===== config.mk =====
export PLATFORM = sky130hd
export DESIGN_NAME = alarm_time_controller
export DESIGN_NICKNAME = d
export VERILOG_FILES = /design/src/rtl/clock_pkg.sv /design/src/rtl/wrap_counter.sv /design/src/rtl/alarm_time_controller.sv
export SDC_FILE = /design/constraint.sdc
export NUM_CORES = 1
export LEC_CHECK = 0
export CORE_UTILIZATION = 48
export CTS_BUF_LIST = sky130_fd_sc_hd__clkbuf_16
export DETAILED_ROUTE_END_ITERATION = 7
export MAX_ROUTING_LAYER = met4
export PLACE_DENSITY_LB_ADDON = 0.2
export SETUP_SLACK_MARGIN = 0.2
export SYNTH_ARGS = -nofsm -noshare
export SYNTH_HDL_FRONTEND = slang
export SYNTH_SLANG_ARGS = --single-unit

===== constraint.sdc =====
create_clock -name clk -period 5.7 [get_ports clk]
set_input_delay 1.14 -clock clk [delete_from_list [all_inputs] [get_ports clk]]
set_output_delay 1.14 -clock clk [all_outputs]
set_load 0.03 [all_outputs]

===== src/rtl/clock_pkg.sv =====
// Shared widths, limits, reset values and edit-state codes for the
// time-of-day / alarm controller.
package clock_pkg;

    localparam int unsigned HR_W   = 5;
    localparam int unsigned MIN_W  = 6;
    localparam int unsigned RING_W = 8;

    localparam logic [HR_W-1:0]  HOUR_MAX = 5'd23;
    localparam logic [MIN_W-1:0] MIN_MAX  = 6'd59;

    localparam logic [HR_W-1:0]  AL_HR_RST  = 5'd6;
    localparam logic [MIN_W-1:0] AL_MIN_RST = 6'd30;

    localparam int unsigned ALARM_LEN_DEF = 60;

    typedef enum logic [2:0] {
        ST_RUN        = 3'd0,
        ST_SET_HR     = 3'd1,
        ST_SET_MIN    = 3'd2,
        ST_SET_AL_HR  = 3'd3,
        ST_SET_AL_MIN = 3'd4
    } state_e;

endpackage


===== src/rtl/wrap_counter.sv =====
// Modulo-(MAX+1) up-counter; wrap flags the increment that rolls MAX back to 0.
module wrap_counter #(
    parameter int unsigned     W       = 6,
    parameter logic [W-1:0]    MAX     = '1,
    parameter logic [W-1:0]    RST_VAL = '0
) (
    input  logic         clk,
    input  logic         reset,
    input  logic         inc,
    input  logic         clr,
    output logic [W-1:0] value,
    output logic         wrap
);

    logic [W-1:0] value_q, value_d;

    assign wrap = inc && (value_q == MAX);

    always_comb begin
        value_d = value_q;
        if (clr) begin
            value_d = '0;
        end else if (inc) begin
            value_d = wrap ? '0 : value_q + 1'b1;
        end
    end

    always_ff @(posedge clk or negedge reset) begin
        if (!reset) begin
            value_q <= RST_VAL;
        end else begin
            value_q <= value_d;
        end
    end

    assign value = value_q;

endmodule


===== src/rtl/alarm_time_controller.sv =====
// Time-of-day clock with alarm: MODE steps through the edit fields, INC bumps
// the selected field, and alarm_ring runs for ALARM_LEN seconds on a match.
module alarm_time_controller
    import clock_pkg::*;
#(
    parameter int unsigned ALARM_LEN = ALARM_LEN_DEF
) (
    input  logic             clk,
    input  logic             reset,
    input  logic             sec_tick,
    input  logic             mode_pulse,
    input  logic             inc_pulse,
    input  logic             alarm_en_sw,
    output logic [HR_W-1:0]  hours,
    output logic [MIN_W-1:0] minutes,
    output logic [MIN_W-1:0] seconds,
    output logic [HR_W-1:0]  al_hours,
    output logic [MIN_W-1:0] al_minutes,
    output logic [2:0]       edit_field,
    output logic             alarm_ring
);

    state_e state_q, state_d;

    logic              ring_q, ring_d;
    logic [RING_W-1:0] ring_cnt_q, ring_cnt_d;

    logic tick_en, edit_pulse, sec_clr;
    logic sec_inc, min_inc, hr_inc, al_hr_inc, al_min_inc;
    logic sec_wrap, min_wrap, hr_wrap;
    logic unused_al_hr_wrap, unused_al_min_wrap;
    logic ring_clear, ring_start;
    logic [MIN_W-1:0] min_next;
    logic [HR_W-1:0]  hr_next;

    always_comb begin
        state_d = state_q;
        case (state_q)
            ST_RUN:        if (mode_pulse) state_d = ST_SET_HR;
            ST_SET_HR:     if (mode_pulse) state_d = ST_SET_MIN;
            ST_SET_MIN:    if (mode_pulse) state_d = ST_SET_AL_HR;
            ST_SET_AL_HR:  if (mode_pulse) state_d = ST_SET_AL_MIN;
            ST_SET_AL_MIN: if (mode_pulse) state_d = ST_RUN;
            default:       state_d = ST_RUN;
        endcase
    end

    // Time is frozen while the running hour/minute are being edited.
    assign tick_en    = sec_tick && ((state_q == ST_RUN) || (state_q == ST_SET_AL_HR)
                                     || (state_q == ST_SET_AL_MIN));
    assign edit_pulse = inc_pulse && !mode_pulse;
    assign sec_clr    = mode_pulse && (state_q == ST_SET_MIN);

    // Carries are gated by sec_wrap so an edit wrap never spills into the next field.
    assign sec_inc    = tick_en;
    assign min_inc    = sec_wrap || (edit_pulse && (state_q == ST_SET_MIN));
    assign hr_inc     = (sec_wrap && min_wrap) || (edit_pulse && (state_q == ST_SET_HR));
    assign al_hr_inc  = edit_pulse && (state_q == ST_SET_AL_HR);
    assign al_min_inc = edit_pulse && (state_q == ST_SET_AL_MIN);

    wrap_counter #(.W(MIN_W), .MAX(MIN_MAX), .RST_VAL('0)) u_sec (
        .clk(clk), .reset(reset), .inc(sec_inc), .clr(sec_clr),
        .value(seconds), .wrap(sec_wrap));

    wrap_counter #(.W(MIN_W), .MAX(MIN_MAX), .RST_VAL('0)) u_min (
        .clk(clk), .reset(reset), .inc(min_inc), .clr(1'b0),
        .value(minutes), .wrap(min_wrap));

    wrap_counter #(.W(HR_W), .MAX(HOUR_MAX), .RST_VAL('0)) u_hr (
        .clk(clk), .reset(reset), .inc(hr_inc), .clr(1'b0),
        .value(hours), .wrap(hr_wrap));

    wrap_counter #(.W(HR_W), .MAX(HOUR_MAX), .RST_VAL(AL_HR_RST)) u_al_hr (
        .clk(clk), .reset(reset), .inc(al_hr_inc), .clr(1'b0),
        .value(al_hours), .wrap(unused_al_hr_wrap));

    wrap_counter #(.W(MIN_W), .MAX(MIN_MAX), .RST_VAL(AL_MIN_RST)) u_al_min (
        .clk(clk), .reset(reset), .inc(al_min_inc), .clr(1'b0),
        .value(al_minutes), .wrap(unused_al_min_wrap));

    // Post-tick time, so the ring rises on the same edge that shows hh:mm:00.
    assign min_next = min_wrap ? '0 : minutes + 1'b1;
    assign hr_next  = hr_wrap ? '0 : (min_wrap ? hours + 1'b1 : hours);

    assign ring_start = (state_q == ST_RUN) && alarm_en_sw && sec_wrap
                        && (min_next == al_minutes) && (hr_next == al_hours);
    assign ring_clear = !alarm_en_sw || (state_q != ST_RUN) || mode_pulse || inc_pulse;

    always_comb begin
        ring_d     = ring_q;
        ring_cnt_d = ring_cnt_q;
        if (ring_clear) begin
            ring_d     = 1'b0;
            ring_cnt_d = '0;
        end else if (ring_start) begin
            ring_d     = 1'b1;
            ring_cnt_d = RING_W'(ALARM_LEN);
        end else if (ring_q && sec_tick) begin
            ring_cnt_d = ring_cnt_q - 1'b1;
            if (ring_cnt_q == RING_W'(1)) begin
                ring_d = 1'b0;
            end
        end
    end

    always_ff @(posedge clk or negedge reset) begin
        if (!reset) begin
            state_q    <= ST_RUN;
            ring_q     <= 1'b0;
            ring_cnt_q <= '0;
        end else begin
            state_q    <= state_d;
            ring_q     <= ring_d;
            ring_cnt_q <= ring_cnt_d;
        end
    end

    assign edit_field = state_q;
    assign alarm_ring = ring_q;

endmodule


; Word-level counts from Yosys, hierarchy flattened
; Cells that the tools add are included.
[totals]
output_inout_bits = 32
register_bits = 40
elab_cells = 87
[op_classes]
eq_ne = 17
addsub = 6
mux = 22
reduce_logical = 34
[op_table]
columns = cell, n
row1 = two-way mux 6 bit, 5
row2 = two-way mux 8 bit, 3
row3 = two-way mux 5 bit, 4
row4 = adder 6 x 1 -> 6 bit (second input constant), 3
row5 = equality test 6 bit (second input constant), 3
row6 = logical AND 1 bit, 18
row7 = two-way mux 3 bit, 5
row8 = one-hot mux 3 bit (5 select lines), 1
row9 = adder 5 x 1 -> 5 bit (second input constant), 2
row10 = equality test 5 bit (second input constant), 2
row11 = != test 2 bit (second input constant), 5
row12 = nonzero test 3 bit, 3
row13 = equality test 8 x 1 -> 1 bit (second input constant), 1
row14 = subtractor 8 x 1 -> 8 bit (second input constant), 1
row15 = logical OR 1 bit, 7
row16 = equality test 3 x 2 -> 1 bit (second input constant), 2
row17 = equality test 6 bit, 1
row18 = equality test 5 bit, 1
row19 = AND reduction 5 bit, 1
row20 = two-way mux 1 bit, 4
row21 = equality test 3 x 1 -> 1 bit (second input constant), 1
row22 = equality test 3 bit (second input constant), 1
row23 = logical NOT 3 bit, 1
row24 = logical NOT 1 bit, 2
row25 = 2 further kinds, 2

; Logic depth before layout (Yosys ltp)
; Gate-level depths: netlist of run 1.
[depth]
depth_word = 15
ltp_mapped = 10

; By module
; From an unflattened synthesis of run 1, not the netlist that was laid out.
[unflattened]
hier_cells = 292
hier_area_um2 = 2700.1
[by_module_without_submodules]
columns = module, cells_each, n_inst, seq_area_each_um2, area_per_inst_um2
row1 = alarm_time_controller, 135, 1, 300.3, 1137.3
row2 = wrap_counter at u_min ..., 35, 2, 150.1, 334.1
row3 = wrap_counter at u_al_min, 35, 1, 155.1, 339.1
row4 = wrap_counter at u_al_hr, 26, 1, 127.6, 279.0
row5 = wrap_counter at u_hr, 26, 1, 125.1, 276.5

; Worst setup path after synthesis of run 1
; OpenSTA, ideal clock, no wires.
[synth_path]
path_kind = input -> register
from = in mode_pulse
to = reg ring_q (netlist: alarm_ring)
arrival_ps = 3342
setup_time_ps = 77
cell_stages = 10
path_buffers = 3
setup_slack_ps = 2281
cell_sequence = buf_6 > or3b_1 > buf_2 > or2_1 > buf_6 > a211oi_2 > xnor2_1 > a211o_1 > or4b_4 > o21ai_1
[synth_via]
elab_chain_cells = 13
elab_cells_between_ends = 23
classes_between = eq/ne (2) / mux (5) / reduce/logical (16)
[synth_lines]
columns = element, line
row1 = from (decl), alarm_time_controller.sv:11  ; input logic mode_pulse,
row2 = logical NOT 1 bit, alarm_time_controller.sv:51  ; assign edit_pulse = inc_pulse && !mode_pulse;
row3 = logical AND 1 bit, alarm_time_controller.sv:51
row4 = logical AND 1 bit, alarm_time_controller.sv:56  ; assign min_inc = sec_wrap || (edit_pulse && (state_q == ST_SET_MIN));
row5 = logical OR 1 bit, alarm_time_controller.sv:56
row6 = logical AND 1 bit, wrap_counter.sv:17  ; assign wrap = inc && (value_q == MAX);
row7 = logical AND 1 bit, alarm_time_controller.sv:57  ; assign hr_inc = (sec_wrap && min_wrap) || (edit_pulse && (state_q == ST_SET_HR));
row8 = logical OR 1 bit, alarm_time_controller.sv:57
row9 = logical AND 1 bit, wrap_counter.sv:17
row10 = two-way mux 5 bit, alarm_time_controller.sv:83  ; assign hr_next = hr_wrap ? '0 : (min_wrap ? hours + 1'b1 : hours);
row11 = equality test 5 bit, alarm_time_controller.sv:86  ; && (min_next == al_minutes) && (hr_next == al_hours);
row12 = logical AND 1 bit, alarm_time_controller.sv:86
row13 = nonzero test 3 bit (no line) or two-way mux 1 bit (tied branches), -
row14 = AND reduction 2 bit (no line) or two-way mux 1 bit (tied branches), -
row15 = to (signal assigned), alarm_time_controller.sv:113  ; ring_q <= ring_d;
row16 = to (decl), alarm_time_controller.sv:25  ; logic ring_q, ring_d;
; Several ways; a longest one is shown, not always the timed one.
; A chain may end at the register's enable or synchronous reset.

; Final worst setup path of run 1
; Ends and elaborated chain as after synthesis.

==> impl_metrics.toml, run 1 <==
[run_status]
run_status = "completed"

[setup_path]
crit_arrival_ns = 4.11
critPathBufInv = 1
rr_worst_depth = 7
max_stage_delay_ns = 0.62
path_class = "input port to register"
cp_cell_sequence = "clkdlybuf4s50_1 -> or3b_1 -> or2_1 -> a2111oi_0 -> nor2_1 -> o32ai_1 -> o22ai_1 -> o21ai_1"
critical_path_cell_count = 8
cp_max_fo = 9
end_kind = "register"
slowest_stage = "a2111oi_0"
crit_family = "compound AO/OA/AOI/OAI gates"
critical_path_required_ns = 5.90
worstSetupStartpointType = "input port"

[die]
die_w_um = 76.97
io_pins = 38
fp.dieArea_um2 = 5924
start_util = 0.5119
fp-row-count = 26
die_h_um = 76.97
core_area_um2 = 5270

[synthesis]
synthTopCellsByArea = "dfrtp_1 32%, dfstp_2 5.8%, nand2_1 4.6%"
synth_cell_type_count = 57
yosysTopAreaCell = "dfrtp_1"
ys_seq_area_frac = 0.3738
ys.flop_type = "dfrtp_1"
synth_nets = 323
netlist_instances = 310
synth.cell_area_um2 = 2698
synth_edf_count = 0
netlist.area_leader.share = 0.3154
synth.avg_cell_area_um2 = 8.702
ys_ff_latch = 40
ys_async_sr_fraction = 1.000
ys.warnings.count = 0

[timing]
slew_violations = 0
period_share = 0.6847
max_slew_margin = 0.4248
final_hold_viol_count = 0
setup_viol_count_final = 0
rsz0062_at_grt = "no"
hold_ws_ns = 0.5240
setup_ws_ns = 1.797
period_minus_slack_ns = 3.903
worst_pin_slew_ns = 0.8628
clock_skew_ns = 0.003244
setup-tns-final_ns = 0
max_freq_ghz = 0.2562

[grt]
busiest_layer = "met2"
met2_usage = 0.3741
grt_use_total = 0.2372
use_met3 = 0.04405
grt_overflow = 0
grt_pass1_vias = 2334
grt_pass1_wl_mm = 10.94
antenna_found_initial = 0
met1_usage = 0.3022
grt_max_degree = 41

[drt]
drc_errors = 0
viasPerCell = 5.898
wire_per_inst_um = 14.99
vias = 2436
wl_mm = 6.191
drtIter0Drc = 139
ant_nets = 0
first_pass_iters = 4

[cells_and_area]
stdcell_count = 413
layout_common_cells = "36 x clkdlybuf4s50_1, 34 x dfrtp_1, 33 x nand2_1, 25 x nor2_1, 23 x o21ai_0"
fin_nets = 355
finish.utilization = 0.6121
regArea_um2 = 1008
design_area_um2 = 3226
diodes = 0
multi_input_area_um2 = 1583
nFillCells = 492
area_delta_synth_final_pct = 19.57
drive_above_1_share = 0.07580
layout_commonest_cell = "clkdlybuf4s50_1"

[place]
dp_hpwl_mm = 4.591
post-place-ws_ns = 1.616
dpl_cell_area_um2 = 3089
place.gp.congestion = 0.9021
place_inst = 405
io_buffers = 37

[clocking]
cts_buffers = 5
cts_setup_buffers = 0
hold_buffers = 0
htreeDepth = 2
numClockSinks = 40
cts_resized = 0
clock_path_buffers = 2
cts_tree = "built"
clkLatencyLatePin_ns = 0.28
path_clk_slew_ns = 0.06
root_buffer = "clkbuf_16"

[min_path]
hold_depth = 1
hp-class = "register to register"

[power_and_ir_drop]
p_total_mw = 1.381
p_per_area_nw_per_um2 = 428.2
cellLeakagePower_nw = 1.305
peakVddDrop_mv = 0.2310

[run]
cap_violations = 0
-- area by class of cell --
| cell class | instances | share of cell area |
|---|---|---|
| Clock inverter | 3 | 0.003491 |
| Inverter | 10 | 0.01164 |
| Tap cell | 70 | 0.02715 |
| Sequential cell | 40 | 0.3126 |
| Timing Repair Buffer | 38 | 0.1156 |
| Multi-Input combinational cell | 247 | 0.4907 |
| Clock buffer | 5 | 0.03879 |
-- path summary, 6_finish.rpt --
| kind | from | endpoint | slack (ns) |
|---|---|---|---|
| max | mode_pulse | alarm_ring | 1.80 |
| min | u_al_hr.value[2] | u_al_hr.value[2] | 0.52 |
| max reg2reg | edit_field[2] | alarm_ring | 2.72 |
| min reg2reg | u_al_hr.value[2] | u_al_hr.value[2] | 0.52 |
| max in group asynchronous | reset | u_al_hr.value[4] | 4.19 |
| min in group asynchronous | reset | u_sec.value[5] | 0.97 |
-- report_power, final --
group | switching (mW) | internal [mW]
Sequential | 0.137 | 0.356
Clock | 0.107 | 0.157
Combinational | 0.352 | 0.272
Total | 0.596 | 0.785
-- cell families (layout without fill, tap and decap cells) --
group	count (synthesis)	in the layout	synth area share
flip-flops	40	40	0.3738
adder cells (fa/ha/maj)	7	7	0.03247
AND/OR/NAND/NOR	127	127	0.2421
AO/OA/AOI/OAI	81	81	0.2032
XOR/XNOR	25	25	0.08117
buffers and inverters	23	56	0.03943
multiplexers	7	7	0.02783
-- worst register-to-register path, delay by kind of cell, from the launching register on --
kind             cells  cell delay (ns)
AO/OA/AOI/OAI        4             1.44
flip-flops           1             0.46
AND/OR/NAND/NOR      3             1.01
-- metal layers --
metal,vias to the layer above,routed length (µm)
li1,1202,-
met1,1157,2921
met2,66,2906
met3,11,257
met4,0,104
met5,-,0
-- synthesized netlist by cell type (3+ instances only) --
master    number
a211oi_1       4
a21o_1         6
a21oi_1        9
and3_1         3
buf_2          4
clkbuf_1       7
dfrtp_1       34
dfstp_2        6
ha_1           7
inv_1         10
mux2_2         4
mux2i_1        3
nand2_1       33
nand2b_1       9
nand3_1       16
nand4_1        7
nor2_1        25
nor3_1         8
nor4_1         5
o211a_1        3
o211ai_1       3
o21ai_0       23
o21ai_1        5
o22ai_1        3
o31ai_1        4
o32ai_1        3
or3_1          3
xnor2_1       14
xor2_1        11
-- flip-flops by register name, indices dropped and copies added, names as in the netlist --
| name | flops |
|---|---|
| u_al_min.value | 6 |
| u_hr.value | 5 |
| edit_field | 3 |
| u_sec.value | 6 |
| alarm_ring | 1 |
| u_al_hr.value | 5 |
| ring_cnt_q | 8 |
| u_min.value | 6 |
(Power assumes the default switching activity.)
==> inputs of run 2 (changes only) <==
==> constraint.sdc (replaced) <==
create_clock -name clk -period 3.2 [get_ports clk]
set_input_delay 0.64 -clock clk [delete_from_list [all_inputs] [get_ports clk]]
set_output_delay 0.64 -clock clk [all_outputs]
set_load 0.03 [all_outputs]
==> impl_metrics.toml, run 2 (synthesis results as in run 1) <==
[grt]
antenna_found_initial = 0
grt_pass1_wl_mm = 11.13
grt_overflow = 0
grt_use_total = 0.2391
grt_max_degree = 41
grt_pass1_vias = 2413

[setup_path]
critPathBufInv = 1
max_stage_delay_ns = 0.61
worstSetupStartpointType = "register"
slowest_stage = "or4b_4"
end_kind = "register"
crit_family = "simple AND/OR/NAND/NOR gates"
crit_arrival_ns = 2.95
cp_cell_sequence = "and4b_1 -> o211ai_2 -> buf_4 -> a211oi_2 -> xnor2_1 -> a211o_1 -> or4b_4 -> o21ai_2"
path_class = "register to register"
cp_max_fo = 10
critical_path_required_ns = 3.40

[clocking]
cts_buffers = 5
clock_path_buffers = 2
cts_tree = "built"
path_clk_slew_ns = 0.06
numClockSinks = 40
root_buffer = "clkbuf_16"
clkLatencyLatePin_ns = 0.28
htreeDepth = 2

[die]
fp.dieArea_um2 = 5924
die_h_um = 76.97
start_util = 0.5119
core_area_um2 = 5270
io_pins = 38
die_w_um = 76.97
fp-row-count = 26

[timing]
max_freq_ghz = 0.3635
setup_viol_count_final = 0
slew_violations = 0
rsz0062_at_grt = "no"
max_slew_margin = 0.4187
period_minus_slack_ns = 2.751
setup-tns-final_ns = 0
final_hold_viol_count = 0
hold_ws_ns = 0.4801
period_share = 0.8598
worst_pin_slew_ns = 0.8720
clock_skew_ns = 0.006007

[cells_and_area]
largest_reg_flops = 8
layout_commonest_cell = "dfrtp_1"
nFillCells = 451
stdcell_count = 432
area_delta_synth_final_pct = 29.08
diodes = 0
layout_common_cells = "34 x dfrtp_1, 33 x clkdlybuf4s50_1, 32 x nand2_1, 24 x nor2_1, 22 x o21ai_0"
regMostFlops = "ring_cnt_q"
fin_nets = 374
drive_above_1_share = 0.1685

[power_and_ir_drop]
p_per_area_nw_per_um2 = 737.2
p_total_mw = 2.567
peakVddDrop_mv = 0.4914
cellLeakagePower_nw = 1.465

[run_status]
run_status = "completed"

[min_path]
hp-class = "input port to asynchronous set/reset pin"

[run]
cap_violations = 0

[drt]
drc_errors = 0
drtIter0Drc = 125
first_pass_iters = 4
wl_mm = 6.747
viasPerCell = 5.995
ant_nets = 0
vias = 2590
wire_per_inst_um = 15.62

[place]
place_inst = 422
dp_hpwl_mm = 4.695
place.gp.congestion = 0.9358
io_buffers = 37
[run 2: cell count changes in the layout (fill, tap and decap cells not counted), moves of 2 or more]
cell | before | now
nor4_1 | 5 | 3
o21ai_2 | 0 | 5
o21ai_1 | 5 | 1
a2111oi_0 | 2 | 0
clkdlybuf4s50_1 | 36 | 33
nor4_2 | 0 | 2
dlymetal6s2s_1 | 0 | 3
buf_4 | 1 | 20
[run 2: cell type report]
class | count | area [µm²] | share of cell area
Timing Repair Buffer | 57 | 523.0 | 0.1502
Clock buffer | 5 | 125.1 | 0.03593
Tap cell | 70 | 87.58 | 0.02515
Clock inverter | 3 | 11.26 | 0.003234
Multi-Input combinational cell | 247 | 1689 | 0.4851
Inverter | 10 | 37.54 | 0.01078
Sequential cell | 40 | 1008 | 0.2896
[run 2: stage by stage]
stage / utilization / cell area [µm²] / setup WS, ns
5_1_grt: 0.6607 / 3482 / 0.2789
4_1_cts: 0.6417 / 3382 / 0.2269
6_report: 0.6607 / 3482 / 0.4487
3_3_place_gp: 0.6104 / 3217 / -0.1080
2_1_floorplan: - / 2698 / 0.2807
3_5_place_dp: 0.6104 / 3217 / -0.1210
[run 2: final timing paths]
check	from	to	slack [ns]	cells past startpoint
setup / recovery	edit_field[1]	alarm_ring	0.45	8
max in group asynchronous	reset	ring_cnt_q[1]	2.17	1
hold reg to reg	u_al_hr.value[2]	u_al_hr.value[2]	0.53	1
setup reg to reg	edit_field[1]	alarm_ring	0.45	8
hold / removal	reset	u_hr.value[2]	0.48	1
min in group clk	u_al_hr.value[2]	u_al_hr.value[2]	0.53	1
[run 2: power by group]
group	internal [mW]	switching (mW)	total, mW	leakage (nW)
Combinational	0.528	0.686	1.21	0.879
Clock	0.280	0.185	0.465	0.0738
Sequential	0.633	0.254	0.887	0.512
[run 2: layer usage]
layer,part of all wire,global-route usage,routed length (µm)
met1,0.45,0.3139,3009
met2,0.49,0.3750,3281
met4,0.012,0.08077,80
met3,0.055,0.03810,374
met5,0,-,0
[run 2: timing repair]
action / CTS / global route
pin swaps: 1 / 10
hold buffers: 0 / 0
gates cloned: 0 / 0
buffers inserted: 0 / 2
gates resized for setup: 6 / 20
setup endpoints to repair: 9 / 9
==> RTL change: new RTL, config.mk and constraints of run 2 <==
Make the reset (`reset`) synchronous in 2 clocked blocks.
--- a/src/rtl/wrap_counter.sv
+++ b/src/rtl/wrap_counter.sv
@@ -25,7 +25,7 @@
         end
     end
 
-    always_ff @(posedge clk or negedge reset) begin
+    always_ff @(posedge clk) begin
         if (!reset) begin
             value_q <= RST_VAL;
         end else begin
--- a/src/rtl/alarm_time_controller.sv
+++ b/src/rtl/alarm_time_controller.sv
@@ -103,7 +103,7 @@
         end
     end
 
-    always_ff @(posedge clk or negedge reset) begin
+    always_ff @(posedge clk) begin
         if (!reset) begin
             state_q    <= ST_RUN;
             ring_q     <= 1'b0;
Function: differs if reset is asserted again (counterexample within 4 cycles, from zero or initial values and one cycle with reset low); with reset held inactive, the same outputs for 10 cycles.
==> RTL change against run 2 <==
  * Critical path depth up 1
  * Die area decreased by 6.8%
  * Setup slack worse by 0.12 ns
  * Synthesized area down 7.0%
  * Cell area shrank 9.2%
  * Final cell count down 2.5%
  * Sequential cell count stayed put
  * Routed wire length is 14% lower
  * Count of clock-buffer cells in the layout unchanged
  * Synthesized cell count up 0.65%
  * Highest routed layer unchanged
Power is not compared: it rests on default switching activity, and its combinational part moved more than twofold at a synthesized area within 25%.
==> RTL change: results <==
# TYPE chip_impl_metric gauge
chip_impl_info{name="status",value="finished clean"} 1
chip_impl_metric{name="reg2reg_depth",unit=""} 9
chip_impl_info{name="ys_top_cells_by_count",value="40 x dfxtp_1, 34 x nand2_1, 21 x nor2_1, 20 x nand3_1, 15 x xnor2_1"} 1
chip_impl_metric{name="worst_slew_pin_slew",unit="ns"} 0.531
chip_impl_metric{name="postRouteWirelength",unit="mm"} 5.83
chip_impl_info{name="worstHoldPathType",value="reg2reg"} 1
chip_impl_metric{name="synth_adder_area_share",unit=""} 0.0349
chip_impl_metric{name="pin_count_of_the_biggest_net_entering_global_routing",unit=""} 15
chip_impl_metric{name="fillerInstances",unit=""} 441
chip_impl_metric{name="vias_in_the_first_global_route",unit=""} 1965
chip_impl_metric{name="synth.lib_cells_used.distinct",unit=""} 60
chip_impl_metric{name="fin_cells",unit=""} 421
chip_impl_metric{name="synthesis.instances",unit=""} 312
chip_impl_metric{name="global_route.usage.total",unit=""} 0.232
chip_impl_metric{name="grt_first_pass_wirelength",unit="mm"} 9.54
chip_impl_metric{name="detailed_place_hpwl",unit="mm"} 4.22
chip_impl_metric{name="grt_use_met1",unit=""} 0.319
chip_impl_metric{name="synth.mux.area_fraction",unit=""} 0.00798
chip_impl_metric{name="routed_via_density",unit=""} 5.65
chip_impl_metric{name="placed_cells",unit=""} 413
chip_impl_metric{name="worst-endpoint-arrival",unit="ns"} 3.07
chip_impl_metric{name="share_of_the_synthesized_netlist_area_taken_by_xor_and_xnor_gates",unit=""} 0.0907
chip_impl_metric{name="met3_usage",unit=""} 0.0461
chip_impl_metric{name="largest_clock_skew_in_the_final_design",unit="ns"} 0.00344
chip_impl_info{name="critical_path.reg2reg.startpoint",value="u_sec.value[0]"} 1
chip_impl_metric{name="synth_compound_gate_area_share",unit=""} 0.188
chip_impl_metric{name="final_nets",unit=""} 366
==> RTL change: per-stage QoR <==
stage | setup slack, ns | hold WS [ns] | util
after floorplan | 0.488 | 0.491 | -
after global placement | 0.0694 | 0.483 | 0.613
after detailed placement | 0.0340 | 0.482 | 0.613
after CTS | 0.299 | 0.490 | 0.647
after global routing | 0.217 | 0.523 | 0.648
final | 0.329 | 0.491 | 0.648
==> RTL change: power breakdown <==
group	switching (mW)	internal (mW)
Combinational	0.0582	0.0507
Clock	0.189	0.363
Sequential	0.0144	0.506
==> RTL change: area by class of cell <==
cell class              instances  area, sq um  area share
flip-flops and latches         40          801       0.253
clock inverters                 3         38.8      0.0123
inverters                       7         26.3     0.00831
clock buffers                   5          125      0.0396
repair buffers                 53          490       0.155
well taps                      67         83.8      0.0265
multi-input cells             246         1600       0.505
==> RTL change: worst max path at each step <==
stage                               from       endpoint  slack (ns)  cells after the start
after floorplan           u_sec.value[0]  ring_cnt_q[0]        0.49                      9
after global placement        mode_pulse  ring_cnt_q[0]        0.07                      9
after detailed placement      mode_pulse  ring_cnt_q[5]        0.03                      9
after CTS                     mode_pulse  ring_cnt_q[5]        0.30                      9
after global routing          mode_pulse  ring_cnt_q[5]        0.22                      9
final                         mode_pulse  ring_cnt_q[4]        0.33                      9
==> RTL change: routing by layer <==
metal  vias up  share of wire
li1       1218              -
met1      1108           0.50
met2        49           0.45
met3         2          0.044
met4         0         0.0051
met5         -              0
==> RTL change: repair_timing <==
action	CTS	global route
hold buffers	0	0
endpoints found under the setup margin	0	3
gates resized for setup	0	1
==> RTL change: critical path, cell delays in order <==
cell	delay [ns]
clkdlybuf4s50_1	0.43
nand3b_1	0.20
or3_4	0.37
o21a_4	0.16
o31a_1	0.30
or3_1	0.36
a22oi_2	0.22
o2111ai_1	0.24
o21ai_0	0.15
==> RTL change: cells by family after synthesis <==
family | count (synthesis)
xor gates and xnor gates | 26
adders and majority gates | 7
muxes | 2
buffers and inverters | 26
AOI/OAI and AO/OA | 63
and+or+nand+nor | 148
DFF | 40
